### src/rtl/game_pkg.sv
// Shared types and display codes for the button guessing game.
// Imported by the round controller and its hold timer.
package game_pkg;

  typedef enum logic [2:0] {
    IDLE,
    CLEAR,
    PLAY,
    PAUSE,
    HOLD,
    OVER
  } state_t;

  typedef enum logic {
    WIN,
    LOSE
  } result_t;

  localparam logic [2:0] DISP_BLANK = 3'd0;
  localparam logic [2:0] DISP_WIN   = 3'd1;
  localparam logic [2:0] DISP_LOSE  = 3'd2;
  localparam logic [2:0] DISP_PAUSE = 3'd3;
  localparam logic [2:0] DISP_OVER  = 3'd4;

  function automatic logic [2:0] disp_of(
    input state_t  s,
    input result_t r
  );
    logic [2:0] d;
    d = DISP_BLANK;
    case (s)
      PAUSE:   d = DISP_PAUSE;
      HOLD:    d = (r == LOSE) ? DISP_LOSE : DISP_WIN;
      OVER:    d = DISP_OVER;
      default: d = DISP_BLANK;
    endcase
    return d;
  endfunction

endpackage

### src/rtl/game_round_ctrl_hold_timer.sv
// Tick-counted down-timer that paces the result hold between rounds.
// done pulses on the tick that exhausts the loaded count.
module hold_timer #(
  parameter int HOLD_TICKS = 4
) (
  input  logic clk,
  input  logic rst_n,
  input  logic load,
  input  logic tick,
  output logic done
);

  logic [3:0] cnt;

  always_ff @(posedge clk or negedge rst_n) begin
    if (!rst_n) begin
      cnt <= 4'd0;
    end else if (load) begin
      cnt <= 4'(HOLD_TICKS);
    end else if (tick && cnt != 4'd0) begin
      cnt <= cnt - 4'd1;
    end
  end

  assign done = tick && (cnt == 4'd1);

endmodule

### src/rtl/game_round_ctrl.sv
// Round sequencer: gates the guess FSM, restarts it between rounds,
// and tracks score, lives, pause and the display code.
module game_round_ctrl
  import game_pkg::*;
#(
  parameter int LIVES      = 3,
  parameter int SCORE_W    = 8,
  parameter int HOLD_TICKS = 4
) (
  input  logic               clk,
  input  logic               rst_n,
  input  logic               start_tick,
  input  logic               diff_sel,
  input  logic               tick_easy,
  input  logic               tick_hard,
  input  logic               win,
  input  logic               lose,
  output logic               fsm_en,
  output logic               fsm_clr,
  output logic [SCORE_W-1:0] score,
  output logic [2:0]         lives,
  output logic [2:0]         disp_code,
  output logic               game_over
);

  localparam logic [SCORE_W-1:0] SCORE_MAX = '1;
  localparam logic [2:0] LIVES_INIT = 3'(LIVES);

  state_t  state, nxt;
  result_t result, res_nxt;
  logic    diff_q;
  logic    sel_tick;
  logic    hold_load;
  logic    hold_done;

  assign sel_tick = diff_q ? tick_hard : tick_easy;
  assign hold_load = (state == PLAY) && (win || lose);

  hold_timer #(
    .HOLD_TICKS(HOLD_TICKS)
  ) u_hold (
    .clk  (clk),
    .rst_n(rst_n),
    .load (hold_load),
    .tick ((state == HOLD) && sel_tick),
    .done (hold_done)
  );

  always_comb begin
    nxt = state;
    res_nxt = result;
    case (state)
      IDLE, OVER: begin
        if (start_tick) nxt = CLEAR;
      end
      CLEAR: nxt = PLAY;
      PLAY: begin
        if (win) begin
          nxt = HOLD;
          res_nxt = WIN;
        end else if (lose) begin
          nxt = HOLD;
          res_nxt = LOSE;
        end else if (start_tick) begin
          nxt = PAUSE;
        end
      end
      PAUSE: begin
        if (start_tick) nxt = PLAY;
      end
      HOLD: begin
        if (hold_done) begin
          nxt = (result == LOSE && lives == 3'd0)
              ? OVER : CLEAR;
        end
      end
      default: nxt = IDLE;
    endcase
  end

  // Outputs are registered from the next state so they track it exactly.
  always_ff @(posedge clk or negedge rst_n) begin
    if (!rst_n) begin
      state     <= IDLE;
      result    <= WIN;
      diff_q    <= 1'b0;
      score     <= '0;
      lives     <= LIVES_INIT;
      fsm_en    <= 1'b0;
      fsm_clr   <= 1'b1;
      disp_code <= DISP_BLANK;
      game_over <= 1'b0;
    end else begin
      state     <= nxt;
      result    <= res_nxt;
      fsm_en    <= sel_tick && (nxt == PLAY)
                && (state != PAUSE);
      fsm_clr   <= (nxt == IDLE) || (nxt == CLEAR)
                || (nxt == OVER);
      disp_code <= disp_of(nxt, res_nxt);
      game_over <= (nxt == OVER);
      case (state)
        IDLE, OVER: begin
          if (start_tick) begin
            diff_q <= diff_sel;
            score  <= '0;
            lives  <= LIVES_INIT;
          end
        end
        CLEAR: diff_q <= diff_sel;
        PLAY: begin
          if (win) begin
            if (score != SCORE_MAX) score <= score + 1'b1;
          end else if (lose) begin
            lives <= lives - 3'd1;
          end
        end
        default: ;
      endcase
    end
  end

endmodule

### config.mk
export PLATFORM = sky130hd
export DESIGN_NAME = game_round_ctrl
export DESIGN_NICKNAME = d
export VERILOG_FILES = /design/src/rtl/game_pkg.sv /design/src/rtl/game_round_ctrl_hold_timer.sv /design/src/rtl/game_round_ctrl.sv
export SDC_FILE = /design/constraint.sdc
export NUM_CORES = 1
export LEC_CHECK = 0
export ABC_AREA = 1
export BUFFER_PORTS_ARGS = -buffer_cell sky130_fd_sc_hd__buf_2
export CAP_MARGIN = 10
export CORE_MARGIN = 5
export CORE_UTILIZATION = 50
export CTS_BUF_LIST = sky130_fd_sc_hd__clkbuf_8 sky130_fd_sc_hd__clkbuf_16
export CTS_CLUSTER_SIZE = 25
export DETAILED_ROUTE_END_ITERATION = 16
export PLACE_DENSITY = 0.75
export SYNTH_ARGS = -nofsm -noshare
export SYNTH_HDL_FRONTEND = slang
export SYNTH_HIERARCHICAL = 1
export SYNTH_SLANG_ARGS = --single-unit
### constraint.sdc
create_clock -name clk -period 1.54 [get_ports clk]
set_clock_uncertainty 0.15 [all_clocks]
set_input_delay 0.154 -clock clk [delete_from_list [all_inputs] [get_ports clk]]
set_output_delay 0.154 -clock clk [all_outputs]
set_load 0.01 [all_outputs]
Word level (Yosys, flattened, before mapping)

Cells that the tools add are included.

Register bits after elaboration: 26
Input port bits: 8

Multiplexer cells: 26
Add/subtract/negate cells: 3
Reduce and logical (&&, ||, !) cells: 21
Eq/ne operators: 18

Operators by type and width:

| operator                                                               | count |
|---|---|
| 3-bit 2-to-1 mux                                                       | 10 |
| 8-bit 2-to-1 mux                                                       | 3 |
| 8-bit one-hot mux with 2 select lines                                  | 1 |
| 3-bit one-hot mux with 5 select lines                                  | 1 |
| 3-bit by 2-bit equality test with 1-bit output (second input constant) | 4 |
| 3-bit equality test (second input constant)                            | 4 |
| 3-bit logical NOT                                                      | 3 |
| 3-bit one-hot mux with 3 select lines                                  | 1 |
| 8-bit by 1-bit adder with 8-bit output (second input constant)         | 1 |
| 4-bit 2-to-1 mux                                                       | 2 |
| 2-bit != test (second input constant)                                  | 4 |
| 8-bit != test (second input constant)                                  | 1 |
| 4-bit AND reduction                                                    | 2 |
| 1-bit logical AND                                                      | 7 |
| 3-bit by 1-bit equality test with 1-bit output (second input constant) | 2 |
| 3-bit one-hot mux with 2 select lines                                  | 1 |
| 2-bit nonzero test                                                     | 3 |
| 1-bit 2-to-1 mux                                                       | 5 |
| 4-bit by 1-bit equality test with 1-bit output (second input constant) | 1 |
| 4-bit nonzero test                                                     | 1 |
| 4-bit by 1-bit subtractor with 4-bit output (second input constant)    | 1 |
| 1-bit logical OR                                                       | 3 |
| 3-bit by 2-bit != test with 1-bit output (second input constant)       | 1 |
| 3-bit by 1-bit subtractor with 3-bit output (second input constant)    | 1 |
| other kinds (5)                                                        | 5 |

Depth between registers and ports, before layout

Depth in word-level cells: 8
Mapped depth: 12
Depth with buffers taken out: 12

Modules after synthesis

The synthesis kept the hierarchy.

By module, submodules not included:

| module          | instances | cells an instance | area an instance (um^2) |
|---|---|---|---|
| game_round_ctrl | 1         | 169               | 1288.7 |
| hold_timer      | 1         | 34                | 251.5 |

Least setup slack after synthesis

Ideal clock, no wire load.

Kind: flip-flop to flip-flop
Start: reg state[0]
End: reg fsm_clr
Buffers on the path: 0
Cell stages (with the launch flop): 13
Period minus slack after synthesis: 1625 ps
Data arrival time: 1408 ps
Path slack: -85 ps
Required time: 1323 ps
Path through: dfrtp_1 -> inv_2 -> nand2_1 -> nor2_1 -> and2_1 -> inv_1 -> nor2_1 -> nand4_1 -> nand2_1 -> inv_1 -> nand2_2 -> nor2_1 -> nor2_1

Word-level cells in the longest chain between the ends: 8
Elaborated cells on any way between the ends: 21
Classes of those cells: eq/ne: 7; mux: 7; reduce/logical: 7

Ends and longest elaborated chain:

| item                                                                                       | RTL line                         | text |
|---|---|---|
| from (decl)                                                                                | game_round_ctrl.sv:29            | `state_t state, nxt;` |
| from (signal assigned)                                                                     | game_round_ctrl.sv:94            | `state <= nxt;` |
| 3-bit equality test (*)                                                                    | game_round_ctrl.sv:45            | `.tick ((state == HOLD) && sel_tick),` |
| 1-bit logical AND (*)                                                                      | game_round_ctrl.sv:45            |  |
| 1-bit logical AND (*)                                                                      | game_round_ctrl_hold_timer.sv:25 | `assign done = tick && (cnt == 4'd1);` |
| named net hold_done                                                                        | game_round_ctrl.sv:34            | `logic hold_done;` |
| 3-bit 2-to-1 mux (*)                                                                       | game_round_ctrl.sv:72            | `if (hold_done) begin` |
| 3-bit one-hot mux with 5 select lines (*)                                                  | game_round_ctrl.sv:52            | `case (state)` |
| named net nxt[0]                                                                           | game_round_ctrl.sv:29            |  |
| 3-bit by 1-bit equality test with 1-bit output / 3-bit logical NOT (equally long branches) | game_round_ctrl.sv:98            | `fsm_clr <= (nxt == IDLE) \|\| (nxt == CLEAR)` |
| 1-bit logical OR                                                                           | game_round_ctrl.sv:98            |  |
| 1-bit logical OR (*)                                                                       | game_round_ctrl.sv:99            | `\|\| (nxt == OVER);` |
| to (signal assigned)                                                                       | game_round_ctrl.sv:98            |  |
| to (decl)                                                                                  | game_round_ctrl.sv:19            | `output logic fsm_clr,` |

The timed path passes the listed nets; every way through them passes the cells marked *.
A chain may end at the register's enable or synchronous reset.

Worst setup path in the final report

Start: reg diff_q
End: reg disp_code[1]

Word-level cells in the longest chain between the ends: 7
Elaborated cells on any way between the ends: 9
Classes of those cells: eq/ne: 3; mux: 4; reduce/logical: 2

Ends and longest elaborated chain:

| item                                                                                         | RTL line                         | text |
|---|---|---|
| from (decl)                                                                                  | game_round_ctrl.sv:31            | `logic diff_q;` |
| from (signal assigned)                                                                       | game_round_ctrl.sv:105           | `diff_q <= diff_sel;` |
| from (signal assigned)                                                                       | game_round_ctrl.sv:110           | `CLEAR: diff_q <= diff_sel;` |
| 1-bit 2-to-1 mux (*)                                                                         | game_round_ctrl.sv:36            | `assign sel_tick = diff_q ? tick_hard : tick_easy;` |
| 1-bit logical AND (*)                                                                        | game_round_ctrl.sv:45            |  |
| 1-bit logical AND (*)                                                                        | game_round_ctrl_hold_timer.sv:25 |  |
| named net hold_done                                                                          | game_round_ctrl.sv:34            |  |
| 3-bit 2-to-1 mux (*)                                                                         | game_round_ctrl.sv:72            |  |
| 3-bit one-hot mux with 5 select lines (*)                                                    | game_round_ctrl.sv:52            |  |
| named net nxt[0]                                                                             | game_round_ctrl.sv:29            |  |
| 3-bit equality test / 3-bit by 2-bit equality test with 1-bit output (equally long branches) | game_pkg.sv:31                   | `case (s)` |
| 3-bit one-hot mux with 3 select lines (*)                                                    | game_pkg.sv:31                   |  |
| to (signal assigned)                                                                         | game_round_ctrl.sv:100           | `disp_code <= disp_of(nxt, res_nxt);` |
| to (decl)                                                                                    | game_round_ctrl.sv:22            | `output logic [2:0] disp_code,` |

Marks and branches as above.

==> metrics.txt <==
Layout area overhead=27.29%; DIE AREA=0.004290 sq mm; fin cells=283; Port Buffers=24; Clock Sinks=26; GRT Total Usage=between 15 and 20%; first drt pass iteration count=4; failing checks=setup timing; Num CTS Buffers=3; Setup crit start=diff_q; post-synthesis register bit count=26; fin crit period=around 1.6 ns; Yosys Warn Count=6; layout cell share with drive strength beyond 1=36.40%; worst hold path type=in2reg; WP data arrival=1.63 ns; vias in the first global route=approximately 1.3k; slack of the critical path=-0.05964 ns; Final setup viols=9; H-tree depth=1; CP required=roughly 1.6 ns; Final ANT Viol Nets=0; Final TNS setup=-0.2851 ns; Critical Path Sink Type=register; Max transition margin=roughly 61%; cell total after placement=272; most frequent cells in the layout=60 x nand2_1, 24 x buf_2, 23 x dfrtp_1; Netlist Area Pre-Place=~0.0015 sq mm; fin nets=about 260; CTS tree=done; drt wl/cell=between 10 and 15 microns; hold_sp=win; power per cell area=approximately 1800 mW/mm^2; first-pass GRT wire length=around 5.7 mm; synthesized area per cell=7.587 sq um; CP Class=reg2reg; Clock Path Buffers=2; worst slew pin tran=just under 0.6 ns; total wire length=about 3.2 mm; outcome=complete, but fails checks; pin count of the biggest net entering global routing=27; Final Hold Vio Count=0; initial antenna violation count=0; dpl hpwl=about 2.3 mm; syn_nets=around 220; Slew Limit Fails=0; Residual DRC=0; Tcrit/Tclk final=103.9%; Via Count=1391; FF-to-FF Start=diff_q; grt ovf=0; Initial Util=about half; max-cap violations=0; leading cell type in the layout, fill and taps excluded=nand2_1; peak supply drop=1282 uV; num rows=20; Final GP Congestion=between 0.8 and 0.9; vias per cell=4.915; sequential fraction of the synthesis area=a little over two fifths; die height=~66 microns; Achievable Freq=around 630 MHz; Worst Path Max Fanout=5; RSZ-0062 raised after global routing=true; ANT cells=0; # IOs=25; post-place setup slack=-0.1270 ns; 1st-iter DRT viols=38; Clock Tree Root=clkbuf_8; leakage power=between 1 and 1.5 nW; startpoint types=register; core area=0.003003 sq mm; Die Width=65.50 microns; clock transition at the registers of the reported paths=~0.10 ns; Mapped Cells=between 200 and 250; Yosys cell types=29; Clk Latency, worst-skew pair=0.28 ns
-- metal layers --
metal,global-route usage (%),share of wire (%),vias to the layer above
li1,-,-,722
met3,3.761,4.2,9
met4,5.699,1.8,0
met5,0,0,-
met1,23.73,48,627
met2,25.79,46,33
-- report_power, final --
part	total, mW	switching [mW]	internal, mW
sequential	1.07	0.144	0.931
clock	0.461	0.232	0.229
combinational	1.90	1.16	0.736
-- metrics by stage --
stage / utilization, % / power (mW) / cell area [sq um] / hold slack (ns)
2_1_floorplan: - / 2.324 / 1543 / -0.2916
3_3_place_gp: 59.33 / 2.739 / 1782 / 0.03753
3_5_place_dp: 59.33 / 2.771 / 1782 / 0.04448
4_1_cts: 64.08 / 3.382 / 1924 / 0.1134
5_1_grt: 65.29 / 3.760 / 1961 / 0.1418
6_report: 65.29 / 3.433 / 1961 / 0.1122
-- final cells by class --
class	instances	area, sq um
tap	33	41.29
timing repair buffer	44	275.3
sequential	26	654.4
inverter	28	107.6
fill	253	1042
clock buffer	4	55.05
multi-input combinational	148	827.0
-- worst paths after layout --
kind                                 to  slack [ns]  cells past startpoint
min                              result        0.11                      3
max reg2reg                disp_code[1]       -0.06                     10
max in group asynchronous        diff_q        0.60                      2
min in group asynchronous      score[6]        0.25                      2
min reg2reg                    lives[0]        0.34                      2
max                        disp_code[1]       -0.06                     10
-- what timing repair did --
action | CTS | global route
endpoints found under the setup margin | 9 | 22
pin swaps | 5 | 3
endpoints found under the hold margin | 24 | 0
hold buffers | 2 | 0
setup buffers | 3 | 2
resized for setup | 11 | 8
-- Yosys cell counts, drive strengths merged --
cell / number / area (sq um)
nand2: 71 / 286.5
nor2: 29 / 118.9
inv: 28 / 107.6
dfrtp: 23 / 575.6
nand3: 13 / 82.58
o21ai: 12 / 82.58
ha: 5 / 62.56
nand4: 5 / 31.28
a21oi: 4 / 23.77
dfstp: 3 / 78.83
xor2: 2 / 17.52
and2: 1 / 6.260
buf: 1 / 20.02
mux2: 1 / 11.26
nand3b: 1 / 7.510
nor3: 1 / 5.000
o21bai: 1 / 7.510
or2: 1 / 6.260
xnor2: 1 / 8.760
-- sequential cells by signal, indices dropped and copies added, names as in the netlist --
signal,cells
state,3
fsm_clr,1
u_hold/cnt,4
lives,3
disp_code,3
diff_q,1
fsm_en,1
score,8
result,1
game_over,1
-- cells by family after synthesis --
| kind of cell | share of synthesized area, % |
|---|---|
| compound gates | 7.392 |
| xor+xnor | 1.706 |
| fa+ha+maj | 4.062 |
| buf+inv | 8.286 |
| flops | 42.49 |
| mux | 0.7311 |
| simple gates | 35.34 |
-- critical path, stage by stage, from the launching register on --
cell	delay, ns
dfrtp_1	0.40
mux2_4	0.31
and2_4	0.14
inv_2	0.05
nor2_2	0.04
nand4_1	0.06
nand2_1	0.06
inv_2	0.11
nand2_4	0.08
nand2_2	0.06
nand2_1	0.05
(Power assumes the default switching activity.)
